[config.mk]
export PLATFORM = sky130hd
export DESIGN_NAME = tune_trigger
export DESIGN_NICKNAME = d
export VERILOG_FILES = /design/src/rtl/tune_trigger_pkg.sv /design/src/rtl/tune_trigger_sat_cnt.sv /design/src/rtl/tune_trigger.sv
export SDC_FILE = /design/constraint.sdc
export NUM_CORES = 1
export LEC_CHECK = 0
export ABC_AREA = 1
export BUFFER_PORTS_ARGS = -buffer_cell sky130_fd_sc_hd__buf_2
export CORE_MARGIN = 10
export CORE_UTILIZATION = 60
export CTS_CLUSTER_DIAMETER = 150
export CTS_CLUSTER_SIZE = 30
export DETAILED_ROUTE_END_ITERATION = 12
export PLACE_DENSITY = 0.79
export SLEW_MARGIN = 20
export SYNTH_ARGS = -nofsm -noshare
export SYNTH_HDL_FRONTEND = slang
export SYNTH_SLANG_ARGS = --single-unit
[constraint.sdc]
create_clock -name clk -period 5.9 [get_ports clk]
set_input_delay 0 -clock clk [delete_from_list [all_inputs] [get_ports clk]]
set_output_delay 0 -clock clk [all_outputs]
set_load 0.005 [all_outputs]
[src/rtl/tune_trigger_pkg.sv]
// Shared definitions for the tune trigger and the tune player.
// Contents:
//   tune_state_t - trigger FSM states (IDLE, FIRE, PLAY, GAP)
//   TUNE_LEN     - full tune length in clocks (2^26), also used by the
//                  tune player's duration table
//   INC_FAST     - timer step per clock when FAST_SIM is enabled
//   INC_SLOW     - timer step per clock in real-time operation
package tune_pkg;

    typedef enum logic [1:0] {
        IDLE = 2'd0,
        FIRE = 2'd1,
        PLAY = 2'd2,
        GAP  = 2'd3
    } tune_state_t;

    localparam logic [26:0] TUNE_LEN = 27'h4000000;
    localparam logic [26:0] INC_FAST = 27'd16;
    localparam logic [26:0] INC_SLOW = 27'd1;

endpackage

[src/rtl/tune_trigger_sat_cnt.sv]
// sat_cnt: 3-bit saturating up/down counter for queued tune requests.
// Ports:
//   clk, rst  - clock, asynchronous active-high reset
//   inc       - add one request
//   dec       - remove one request (a tune is being started)
//   load_one  - force the count to 1; overrides inc and dec
//   clr_ovfl  - clear the sticky overflow flag
//   cnt       - current count
//   ovfl      - sticky: an increment was dropped at saturation
module sat_cnt #(
    parameter int MAX = 7
) (
    input  logic       clk,
    input  logic       rst,
    input  logic       inc,
    input  logic       dec,
    input  logic       load_one,
    input  logic       clr_ovfl,
    output logic [2:0] cnt,
    output logic       ovfl
);

    localparam logic [2:0] MAX_V = 3'(MAX);

    logic [2:0] cnt_reg;
    logic       ovfl_reg;
    logic       drop;

    // An increment with no matching decrement at the ceiling is lost.
    assign drop = inc && !dec && !load_one && (cnt_reg == MAX_V);

    always_ff @(posedge clk or posedge rst) begin
        if (rst) begin
            cnt_reg  <= 3'd0;
            ovfl_reg <= 1'b0;
        end else begin
            if (load_one) begin
                cnt_reg <= 3'd1;
            end else if (inc && !dec) begin
                if (cnt_reg != MAX_V) begin
                    cnt_reg <= cnt_reg + 3'd1;
                end
            end else if (dec && !inc) begin
                if (cnt_reg != 3'd0) begin
                    cnt_reg <= cnt_reg - 3'd1;
                end
            end

            // A new overflow in the same cycle as a clear is kept.
            if (drop) begin
                ovfl_reg <= 1'b1;
            end else if (clr_ovfl) begin
                ovfl_reg <= 1'b0;
            end
        end
    end

    assign cnt  = cnt_reg;
    assign ovfl = ovfl_reg;

endmodule

[src/rtl/tune_trigger.sv]
// tune_trigger: turns move-completion events into one-cycle start pulses
// for the tune player, queueing requests while a tune sounds and spacing
// tunes with a silence gap. The tune player reports no completion, so each
// tune is timed here with a play-window counter.
// Ports:
//   clk, rst   - clock (50 MHz), asynchronous active-high reset
//   move_done  - pulse: knight finished an L-move (queues a request)
//   tour_done  - pulse: tour complete (flush to one final play, lock)
//   mute       - level: suppress starting new tunes
//   clr_lock   - pulse: clear tour lockout and overflow
//   go         - one-cycle start pulse to the tune player
//   busy       - high in FIRE, PLAY or GAP
//   pend_cnt   - number of queued requests
//   ovfl       - sticky: a request was dropped at saturation
//   locked     - tour finished, move_done ignored
module tune_trigger
    import tune_pkg::*;
#(
    parameter bit          FAST_SIM  = 1'b1,
    parameter logic [26:0] TUNE_CLKS = TUNE_LEN + 27'd16,
    parameter logic [26:0] GAP_CLKS  = 27'h0400000,
    parameter int          MAX_PEND  = 7
) (
    input  logic       clk,
    input  logic       rst,
    input  logic       move_done,
    input  logic       tour_done,
    input  logic       mute,
    input  logic       clr_lock,
    output logic       go,
    output logic       busy,
    output logic [2:0] pend_cnt,
    output logic       ovfl,
    output logic       locked
);

    localparam logic [26:0] INC_AMT = FAST_SIM ? INC_FAST : INC_SLOW;

    tune_state_t state_reg;
    logic [26:0] timer_reg;
    logic [27:0] timer_next;
    logic        locked_reg;
    logic        tune_expired;
    logic        gap_expired;
    logic        req_inc;
    logic        fire_req;
    logic [2:0]  pend;

    // The window ends on the cycle whose increment reaches the limit; the
    // >= compare also absorbs the overshoot of the 16-per-clock step.
    assign timer_next   = {1'b0, timer_reg} + {1'b0, INC_AMT};
    assign tune_expired = timer_next >= {1'b0, TUNE_CLKS};
    assign gap_expired  = timer_next >= {1'b0, GAP_CLKS};

    assign req_inc  = move_done && !locked_reg;
    // Mute only gates leaving IDLE; a tune already started runs out.
    assign fire_req = (state_reg == IDLE) && (pend != 3'd0) && !mute;

    sat_cnt #(
        .MAX (MAX_PEND)
    ) u_pend (
        .clk      (clk),
        .rst      (rst),
        .inc      (req_inc),
        .dec      (fire_req),
        .load_one (tour_done),
        .clr_ovfl (clr_lock),
        .cnt      (pend),
        .ovfl     (ovfl)
    );

    always_ff @(posedge clk or posedge rst) begin
        if (rst) begin
            state_reg  <= IDLE;
            timer_reg  <= 27'd0;
            locked_reg <= 1'b0;
        end else begin
            case (state_reg)
                IDLE: begin
                    timer_reg <= 27'd0;
                    if (fire_req) begin
                        state_reg <= FIRE;
                    end
                end
                FIRE: begin
                    timer_reg <= 27'd0;
                    state_reg <= PLAY;
                end
                PLAY: begin
                    if (tune_expired) begin
                        timer_reg <= 27'd0;
                        state_reg <= GAP;
                    end else begin
                        timer_reg <= timer_next[26:0];
                    end
                end
                GAP: begin
                    if (gap_expired) begin
                        timer_reg <= 27'd0;
                        state_reg <= IDLE;
                    end else begin
                        timer_reg <= timer_next[26:0];
                    end
                end
                default: begin
                    timer_reg <= 27'd0;
                    state_reg <= IDLE;
                end
            endcase

            // tour_done takes priority over a simultaneous clear.
            if (tour_done) begin
                locked_reg <= 1'b1;
            end else if (clr_lock) begin
                locked_reg <= 1'b0;
            end
        end
    end

    // Decoded straight from the state flop, so free of glitches.
    assign go       = (state_reg == FIRE);
    assign busy     = (state_reg != IDLE);
    assign pend_cnt = pend;
    assign locked   = locked_reg;

endmodule

==> flow_metrics.tcl <==
set metrics [dict create \
    holdCritPathClass "input pin to register" \
    arrival_ns 2.95 \
    postPlaceCellArea_um2 2120 \
    crit_slowest_cell "sky130_fd_sc_hd__nand3b_1" \
    postLayoutCoreUtil_pct 67.0 \
    clock_sink_count 30 \
    gpl.final_weighted_congestion 0.855 \
    timing_worst_setup_path_type "register to register" \
    grt_antenna_before_repair 0 \
    postSynthCellCount 290 \
    netlist_area_um2 2020 \
    cts_inserted_buffers 5 \
    vias_in_the_first_global_route 1760 \
    tritoncts "built" \
    yosysSeqAreaShare_pct 37.1 \
    timing.max_cap.violations 0 \
    die_width_um 78.1 \
    timing_max_transition_violations_final 0 \
    grt_pass1_wl_mm 7.76 \
    finalCriticalPeriod_ns 2.69 \
    worst_path_largest_cell_delay_ns 0.65 \
    htree_levels 2 \
    ys_types 29 \
    design.final.nets 324 \
    avgSynthCellArea_um2 6.98 \
    syn_nets 304 \
    worst-slew-pin-transition_ns 0.828 \
    drt-pass1-iter-count 4 \
    drt_wl_total_mm 4.31 \
    cts_setup_buffers 0 \
    groute.usage.overall_pct 15.4 \
    final_tns_setup_ns 0 \
    timing.fmax_mhz 372 \
    cts_max_path_buffers 2 \
    cp-end-kind "register" \
    yosys.area.top_type_share_pct 37.1 \
    number_of_port_buffers 12 \
    drtIter0Drc 137 \
    run_status "finished clean" \
    critical_path_required_ns 6.16 \
    largest_register_ff_count 23 \
    final_area_um2 2200 \
    count_of_state_elements_after_synthesis 30 \
    die-area_um2 6090 \
    slew-limit-headroom_pct 44.6 \
    most-common-layout-cells "sky130_fd_sc_hd__nand2_1 (87), sky130_fd_sc_hd__inv_1 (45), sky130_fd_sc_hd__dfrtp_1 (30), sky130_fd_sc_hd__nor2_1 (26), sky130_fd_sc_hd__nand3_1 (19)" \
    cts_root_buf "sky130_fd_sc_hd__clkbuf_4" \
    die_y_um 78.1 \
    fin_worst_skew_ns 0.00729 \
    leakage_uw 0.00109 \
    global_route.overflow_total 0 \
    rsz0062_at_grt "false" \
    worst_setup_path_start_kind "register" \
    antenna_violating_nets_remaining 0 \
    max-vdd-ir-drop_v 0.000220 \
    timing.final.hold_violations 0 \
    route.detailed.vias_per_inst 5.28 \
    synth_edf_count 0 \
    setup-violations-final 0 \
    netlist_top_cells_area "sky130_fd_sc_hd__dfrtp_1 (37%), sky130_fd_sc_hd__nand2_1 (16%), sky130_fd_sc_hd__inv_1 (8.3%)" \
    drt_drc_violations_left 0 \
    cp_cell_sequence "ha_1 > nand3_2 > inv_2 > nand2_1 > nor2_2 > nand4_1 > nand2_1 > nand2_1 > nand3b_1 > nand2_1 > inv_1 > nand2_1 > nand2_1 > nand2_1" \
    floorplan.initialDensity_pct 61.6 \
    avgRoutedWirePerCell_um 12.1 \
    filler_cell_count 300 \
    mostFrequentLayoutCell "sky130_fd_sc_hd__nand2_1" \
    final.period_utilization_pct 45.6 \
    share_of_cells_above_drive_strength_1_pct 9.68 \
    boundaryPins 13 \
    n_antenna_cell 0 \
    coreArea_um2 3280 \
    clk-insertion-delay-late_ns 0.32 \
    vias 1880 \
    worst_setup_hold_path_clk_slew_ns 0.09 \
    powerDensity_nw_per_um2 260 \
    place.detailed.hpwl_mm 3.29 \
    cpMostUsedCell "sky130_fd_sc_hd__nand2_1" \
    crit_path_max_fanout 22 \
    placement_rows 21 \
    yosys_most_used_dff "sky130_fd_sc_hd__dfrtp_1" \
    asyncSetResetFlopFracSynth_pct 100 \
    maximum_number_of_pins_on_one_net_before_global_route_repair 31 \
    ys.warnings.count 0 \
    synthesis_to_layout_area_growth_pct 8.84 \
    synth_largest_area_cell "sky130_fd_sc_hd__dfrtp_1" \
]
==> area by class of cell <==
| type | instances | area (um^2) | share of cell area, % |
|---|---|---|---|
| clock buffer | 7 | 45.0 | 2.05 |
| inverter | 46 | 173 | 7.84 |
| multi-input combinational | 210 | 1070 | 48.5 |
| sequential | 30 | 751 | 34.1 |
| tap | 46 | 57.6 | 2.61 |
| timing repair buffer | 17 | 108 | 4.89 |
==> worst max-delay path, delay by kind of cell, from the launching register on <==
kind | cells | cell delay (ns)
buffers and inverters | 2 | 0.18
DFF | 1 | 0.40
and+or+nand+nor | 11 | 1.82
adders and majority gates | 1 | 0.25
==> where the power goes <==
group | switching, uW | internal (uW) | total, uW
sequential | 24.4 | 230 | 255
combinational | 131 | 78.1 | 210
clock | 63.6 | 44.8 | 108
==> metal layers <==
metal | part of all wire, % | GRT usage, %
met5 | 0 | 0
met1 | 46 | 19.1
met4 | 1.3 | 5.56
met3 | 6.8 | 5.58
met2 | 46 | 24.1
==> cell usage after synthesis, types with 3 or more instances <==
master / count
sky130_fd_sc_hd__inv_1: 45
sky130_fd_sc_hd__nor3_1: 8
sky130_fd_sc_hd__nor2_1: 26
sky130_fd_sc_hd__nand2_1: 87
sky130_fd_sc_hd__nand4_1: 7
sky130_fd_sc_hd__dfrtp_1: 30
sky130_fd_sc_hd__xor2_1: 3
sky130_fd_sc_hd__nand3_1: 19
sky130_fd_sc_hd__o21ai_0: 9
sky130_fd_sc_hd__a21oi_1: 15
sky130_fd_sc_hd__ha_1: 7
sky130_fd_sc_hd__a21boi_1: 7
sky130_fd_sc_hd__nor2_2: 4
==> metrics by stage <==
| stage | hold WS, ns | cells | total power, uW | setup slack (ns) |
|---|---|---|---|---|
| detailed placement | 0.0942 | 345 | 465 | 3.26 |
| CTS | 0.176 | 356 | 579 | 3.24 |
| finish | 0.196 | 356 | 573 | 3.21 |
| global route | 0.251 | 356 | 628 | 2.83 |
| floorplan | 0.0908 | 290 | 425 | 3.84 |
| global placement | 0.0895 | 345 | 461 | 3.33 |
==> what timing repair did <==
item,4_1_cts,5_1_grt
hold buffers,4,0
endpoints found under the hold margin,34,0
resized for setup,0,0
==> path summary, 6_finish.rpt <==
check	from	depth (start not counted)	slack (ns)	to
worst max-delay path	timer_reg[4]	14	3.21	state_reg[1]
worst min-delay path	mute	8	0.20	state_reg[0]
worst min register to register	timer_reg[4]	1	0.49	timer_reg[4]
max in group asynchronous	rst	4	5.34	timer_reg[25]
worst max register to register	timer_reg[4]	14	3.21	state_reg[1]
min in group asynchronous	rst	4	0.28	locked
==> logic make-up after synthesis <==
logic type	share of synthesized area [%]
and+or+nand+nor	35.2
buffers and inverters	10.1
AOI/OAI and AO/OA	10.1
DFF	37.1
adders and majority gates	5.32
xor gates and xnor gates	2.16
Note: power is estimated with default switching activity, not from simulation.
